## src/rtl/pipe_pkg.sv

```systemverilog
// Shared definitions for the 5-stage pipeline control slice: controller state
// encodings, forwarding-select codes, register-address width and the
// valid-bit positions of the pipeline registers in the datapath.
package pipe_pkg;

  localparam int REG_AW = 5;

  typedef enum logic [1:0] {
    RUN    = 2'd0,
    DRAIN  = 2'd1,
    HALTED = 2'd2
  } state_e;

  localparam logic [1:0] FWD_REG   = 2'b00;
  localparam logic [1:0] FWD_EXMEM = 2'b01;
  localparam logic [1:0] FWD_MEMWB = 2'b10;

  // Valid-bit positions inside the datapath pipeline registers.
  localparam int IFID_VALID_BIT  = 64;
  localparam int IDEX_VALID_BIT  = 148;
  localparam int EXMEM_VALID_BIT = 108;
  localparam int MEMWB_VALID_BIT = 72;

endpackage

```

## src/rtl/pipe_fwd_unit.sv

```systemverilog
// Purely combinational EX operand forwarding compare for both operand paths.
// The younger producer (MEM) wins over WB; register 0 is never forwarded.
module pipe_fwd_unit #(
  parameter int REG_AW = 5
) (
  input  logic [REG_AW-1:0] rs,
  input  logic [REG_AW-1:0] rt,
  input  logic [REG_AW-1:0] mem_rd,
  input  logic              mem_regwrite,
  input  logic [REG_AW-1:0] wb_rd,
  input  logic              wb_regwrite,
  output logic [1:0]        fwd_a,
  output logic [1:0]        fwd_b
);
  import pipe_pkg::FWD_REG;
  import pipe_pkg::FWD_EXMEM;
  import pipe_pkg::FWD_MEMWB;

  function automatic logic [1:0] pick(
    input logic [REG_AW-1:0] src,
    input logic [REG_AW-1:0] m_rd,
    input logic              m_we,
    input logic [REG_AW-1:0] w_rd,
    input logic              w_we
  );
    logic [1:0] sel;
    sel = FWD_REG;
    if (m_we && (m_rd != '0) && (m_rd == src)) begin
      sel = FWD_EXMEM;
    end else if (w_we && (w_rd != '0) && (w_rd == src)) begin
      sel = FWD_MEMWB;
    end
    return sel;
  endfunction

  // Select the freshest in-flight copy of each source operand.
  always_comb begin
    fwd_a = pick(rs, mem_rd, mem_regwrite, wb_rd, wb_regwrite);
    fwd_b = pick(rt, mem_rd, mem_regwrite, wb_rd, wb_regwrite);
  end

endmodule

```

## src/rtl/pipe_hazard_ctrl.sv

```systemverilog
// Central hazard / sequencing controller for the IF/ID/EX/MEM/WB pipeline.
// Produces PC and pipeline-register hold/bubble/flush controls, the EX
// forwarding selects, and runs the halt drain (RUN -> DRAIN -> HALTED).
// Optional performance counters are built when PIPE_PERF_EN is defined.
// Priority of events: branch_taken > load-use stall > halt.
module pipe_hazard_ctrl #(
  parameter int DRAIN_CYCLES = 3,
  parameter int REG_AW       = 5
) (
  input  logic              CLK,
  input  logic              RST_N,
  input  logic [REG_AW-1:0] id_rs,
  input  logic [REG_AW-1:0] id_rt,
  input  logic              id_use_rs,
  input  logic              id_use_rt,
  input  logic              id_halt,
  input  logic [REG_AW-1:0] ex_rd,
  input  logic              ex_regwrite,
  input  logic              ex_memread,
  input  logic [REG_AW-1:0] mem_rd,
  input  logic              mem_regwrite,
  input  logic [REG_AW-1:0] wb_rd,
  input  logic              wb_regwrite,
  input  logic              branch_taken,
  output logic              pc_hold,
  output logic              ifid_hold,
  output logic              idex_bubble,
  output logic              ifid_flush,
  output logic              idex_flush,
  output logic              exmem_flush,
  output logic [1:0]        fwd_a,
  output logic [1:0]        fwd_b,
  output logic              halted,
  output logic [1:0]        state_o
`ifdef PIPE_PERF_EN
  ,
  output logic [31:0]       cyc_cnt,
  output logic [31:0]       stall_cnt,
  output logic [31:0]       flush_cnt
`endif
);
  import pipe_pkg::state_e;
  import pipe_pkg::RUN;
  import pipe_pkg::DRAIN;
  import pipe_pkg::HALTED;
  import pipe_pkg::FWD_REG;

  localparam int              CW         = $clog2(DRAIN_CYCLES + 1);
  localparam logic [CW-1:0]   DRAIN_LOAD = CW'(DRAIN_CYCLES);
  localparam logic [CW-1:0]   DRAIN_LAST = CW'(1);

  state_e          state;
  logic [CW-1:0]   drain_cnt;
  logic [1:0]      fwd_a_raw;
  logic [1:0]      fwd_b_raw;
  logic            load_use;
  logic            stall_now;

  // Load in EX whose result the ID instruction needs next cycle.
  assign load_use = ex_memread && (ex_rd != '0) &&
                    ((id_use_rs && (ex_rd == id_rs)) ||
                     (id_use_rt && (ex_rd == id_rt)));

  pipe_fwd_unit #(.REG_AW(REG_AW)) u_fwd (
    .rs           (id_rs),
    .rt           (id_rt),
    .mem_rd       (mem_rd),
    .mem_regwrite (mem_regwrite),
    .wb_rd        (wb_rd),
    .wb_regwrite  (wb_regwrite),
    .fwd_a        (fwd_a_raw),
    .fwd_b        (fwd_b_raw)
  );

  // Halt sequencing FSM; halted is a registered flag set on entry to HALTED.
  always_ff @(posedge CLK or negedge RST_N) begin
    if (!RST_N) begin
      state     <= RUN;
      drain_cnt <= '0;
      halted    <= 1'b0;
    end else begin
      case (state)
        RUN: begin
          if (id_halt && !branch_taken && !load_use) begin
            state     <= DRAIN;
            drain_cnt <= DRAIN_LOAD;
          end
        end
        DRAIN: begin
          if (branch_taken) begin
            // An older branch squashes the halt behind it.
            state     <= RUN;
            drain_cnt <= '0;
          end else if (drain_cnt == DRAIN_LAST) begin
            state     <= HALTED;
            drain_cnt <= '0;
            halted    <= 1'b1;
          end else begin
            drain_cnt <= drain_cnt - 1'b1;
          end
        end
        HALTED: begin
          state <= HALTED;
        end
        default: begin
          state     <= RUN;
          drain_cnt <= '0;
          halted    <= 1'b0;
        end
      endcase
    end
  end

  // Pipeline control outputs decoded from state and the current hazards.
  always_comb begin
    pc_hold     = 1'b0;
    ifid_hold   = 1'b0;
    idex_bubble = 1'b0;
    ifid_flush  = 1'b0;
    idex_flush  = 1'b0;
    exmem_flush = 1'b0;
    fwd_a       = fwd_a_raw;
    fwd_b       = fwd_b_raw;
    stall_now   = 1'b0;
    case (state)
      RUN: begin
        if (branch_taken) begin
          ifid_flush  = 1'b1;
          idex_flush  = 1'b1;
          exmem_flush = 1'b1;
        end else if (load_use) begin
          pc_hold     = 1'b1;
          ifid_hold   = 1'b1;
          idex_bubble = 1'b1;
          stall_now   = 1'b1;
        end
      end
      DRAIN: begin
        // Fetch is frozen and IF/ID squashed while older work retires.
        ifid_flush = 1'b1;
        if (branch_taken) begin
          idex_flush  = 1'b1;
          exmem_flush = 1'b1;
        end else begin
          pc_hold = 1'b1;
        end
      end
      HALTED: begin
        pc_hold     = 1'b1;
        ifid_hold   = 1'b1;
        idex_bubble = 1'b1;
        fwd_a       = FWD_REG;
        fwd_b       = FWD_REG;
      end
      default: begin
        pc_hold = 1'b0;
      end
    endcase
  end

  assign state_o = state;

`ifdef PIPE_PERF_EN
  // Performance counters; frozen once the pipeline has halted.
  always_ff @(posedge CLK or negedge RST_N) begin
    if (!RST_N) begin
      cyc_cnt   <= '0;
      stall_cnt <= '0;
      flush_cnt <= '0;
    end else if (!halted) begin
      cyc_cnt <= cyc_cnt + 32'd1;
      if (stall_now) begin
        stall_cnt <= stall_cnt + 32'd1;
      end
      if (branch_taken) begin
        flush_cnt <= flush_cnt + 32'd1;
      end
    end
  end
`else
  logic unused_stall;
  assign unused_stall = stall_now;
`endif

endmodule

```

## config.mk

```make
export PLATFORM = sky130hd
export DESIGN_NAME = pipe_hazard_ctrl
export DESIGN_NICKNAME = d
export VERILOG_FILES = /design/src/rtl/pipe_pkg.sv /design/src/rtl/pipe_fwd_unit.sv /design/src/rtl/pipe_hazard_ctrl.sv
export SDC_FILE = /design/constraint.sdc
export NUM_CORES = 1
export LEC_CHECK = 0
export BUFFER_PORTS_ARGS = -buffer_cell sky130_fd_sc_hd__buf_2
export CORE_UTILIZATION = 46
export CTS_BUF_LIST = sky130_fd_sc_hd__clkbuf_4 sky130_fd_sc_hd__clkbuf_8
export DETAILED_ROUTE_END_ITERATION = 10
export MAX_ROUTING_LAYER = met4
export PLACE_DENSITY_LB_ADDON = 0.3
export SLEW_MARGIN = 20
export SYNTH_ARGS = -nofsm -noshare
export SYNTH_HDL_FRONTEND = slang
export SYNTH_SLANG_ARGS = --single-unit
```

## constraint.sdc

```tcl
create_clock -name CLK -period 5 [get_ports CLK]
set_clock_uncertainty 0.2 [all_clocks]
set_input_delay 1 -clock CLK [delete_from_list [all_inputs] [get_ports CLK]]
set_output_delay 1 -clock CLK [all_outputs]
set_load 0.02 [all_outputs]
```

==> reports/results.tsv <==
metric	value	unit
status	complete, but fails checks	
violated checks	design-rule violations	
Filler Cells Inserted	133	
post-cts sizing count	0	
slew margin rel.	67.5	%
area of the multi-input gates	576	um2
first-pass GRT wire length	3100	um
final hold viol count	0	
delay-heaviest family, CP	simple AND/OR/NAND/NOR gates	
Synth Area per Inst	8.22	um2
register area share after synthesis	16.9	%
antenna violations before repair	0	
crit path launch	mem_rd[1]	
Synthesized Nets	126	
total leakage power	0.468	nW
largest net degree at the start of global routing	16	
Placeable Area	1510	um2
startpoint types	input port	
synthesis-to-layout area growth	34.7	%
Pwr Total	0.000348	W
Highest Clock Rate	272	MHz
Crit Reg-Reg Startpoint	state_o[0]	
synth unique cells	30	
antenna fix cells	0	
port bufs	46	
most area-hungry cell type in the Yosys netlist	xor2_1	
number of DRC markers in iteration 0	20	
Clock transition at path regs	0.04	ns
Cells after Synth	90	
Max-Cap Viols	0	
final setup violating endpoints	0	
Post-CTS Hold Fix Bufs	0	
Worst Hold Depth	2	
HPWL Detailed	1710	um
asr flop ratio synth	100	%
grt ovf	0	
RePlAce Congestion	0.789	
# DRC	1	
Yosys reg bits	5	
area post-placement	966	um2
Crit. path cell count	6	
CTS Buf Count	3	
buffers inserted by post-CTS timing repair	0	
Worst setup EP type	output pin	
Worst path most repeated cell	buf_2	
Worst Path Required	3.80	ns
register area	125	um2
Register-to-Register Path Depth	4	
GR met3 Demand/Resource	4.31	%
placed cells	148	
Chip Height	42.1	um
H-tree depth	1	
Worst-Margin Slew	0.488	ns
vias in the first global route	734	
RSZ-0062 raised after global routing	no	
Layout Utilization	66.1	%
GR Util met2	39.4	%
top-count cell post-synth	xor2_1	
Worst Path Max Fanout	4	
GRT met1 Usage	28.7	%
crit path DAT	2.47	ns
Synth top area share	21.3	%
non-filler cells, final	152	
nets	173	
Slowest-stage cell, CP	or4_1	
clk buf depth	2	
HP Start	halted	
GRT Overall Usage	23.2	%
clock period minus worst slack	3.67	ns
Reg2Reg Setup Slack	3.38	ns
Die W	42.1	um
drt first pass iters	7	
Initial Utilization	49.1	%
busiest layer in global routing	met2	
critical path, cell by cell	buf_2 > or4_1 > o21ai_2 > nor3_1 > nor4_2 > buf_2	
Worst-Skew Late Latency	0.25	ns
Synth warnings	0	
final worst path period share	73.5	%
sum of buffers and inverters on the critical path	2	
EDFF count, synth	0	
DIE AREA	1770	um2
slowest stage delay, CP	0.55	ns
mapped cell area	739	um2
Finished Cell Area	996	um2
CTS tree	built	
IO Pins	48	
layout cells sized above 1	39.0	%
final wirelength	1980	um
wire per inst	13.1	um
clock root buffer	clkbuf_4	
type of the worst min-delay path	reg -> reg	
setup tns final	0	ns
FP Rows	14	
PwrDens	349	nW/um2
Via Count	820	
vias per cell	5.39	
Area contributors post-synth	xor2_1 (21%), dfrtp_1 (17%), xnor2_1 (14%)	
CP Class	in -> out	
Clock Sinks	5	
top post-synthesis cells by count	xor2_1 (18), xnor2_1 (12), nor2_1 (6), dfrtp_1 (5), or4_1 (5)	
top_reg_cell synth	dfrtp_1	
peak supply drop	292	uV
ANT nets after route	0	
max-slew violation count	0	
## final timing paths
check,to
max,fwd_a[1]
min,halted
max reg2reg,state_o[0]
min reg2reg,halted
max in group asynchronous,state_o[1]
min in group asynchronous,drain_cnt[1]
## state kept, by name, summed over array words and instances (netlist names)
register   count
drain_cnt      2
state_o        2
halted         1
## layout make-up
cell class	instances	area share, %
Sequential cell	5	12.6
Timing Repair Buffer	46	23.1
Clock buffer	4	3.02
Multi-Input combinational cell	77	57.8
Inverter	4	1.51
Tap cell	16	2.01
## worst register-to-register path: stages (launching register included)
cell,delay (ns)
dfrtp_1,0.52
nor2_1,0.16
o211ai_1,0.20
a32o_1,0.26
a21o_1,0.16
## per-layer routing
metal  vias to the layer above  routed length (um)
li1                        417                   -
met2                        32                1030
met5                         -                   0
met4                         0                  10
met1                       369                 837
met3                         2                 106
## metrics by stage
stage / worst slack (ns) / hold WS [ns]
finish: 1.33 / 0.334
global route: 1.23 / 0.344
global placement: 1.35 / 0.318
detailed placement: 1.32 / 0.325
CTS: 1.32 / 0.336
floorplan: 1.29 / 0.298
## report_power, final
group	internal [W]	switching (W)	total, W
registers	0.0000603	0.0000334	0.0000937
clock network	0.0000357	0.0000186	0.0000543
logic	0.0000846	0.000115	0.000200
total	0.000181	0.000167	0.000348
## placed cells by master, fill, tap and decap left out, types with 2 or more instances in the layout
cell type,netlist,routed
buf_2,1,46
xor2_1,18,18
xnor2_1,12,12
nor2_1,6,6
or4_1,5,5
dfrtp_1,5,5
nor4_1,4,4
inv_1,4,4
nand3_1,4,4
clkbuf_4,0,4
nand2_1,3,3
o211ai_1,2,2
o31ai_1,2,2
nor3_1,2,2
nor4_2,2,2
a21oi_1,2,2
o21ai_0,2,2
o31a_1,2,2
## kinds of logic (layout without fill, tap and decap cells)
| kind of cell | after synthesis | after routing | share of synthesized area [%] |
|---|---|---|---|
| buf+inv | 8 | 54 | 5.24 |
| mux | 1 | 1 | 1.35 |
| compound gates | 16 | 16 | 15.9 |
| simple gates | 29 | 29 | 23.4 |
| fa+ha+maj | 1 | 1 | 1.69 |
| flops | 5 | 5 | 16.9 |
| xor+xnor | 30 | 30 | 35.5 |
Note: power is estimated with default switching activity, not from simulation.
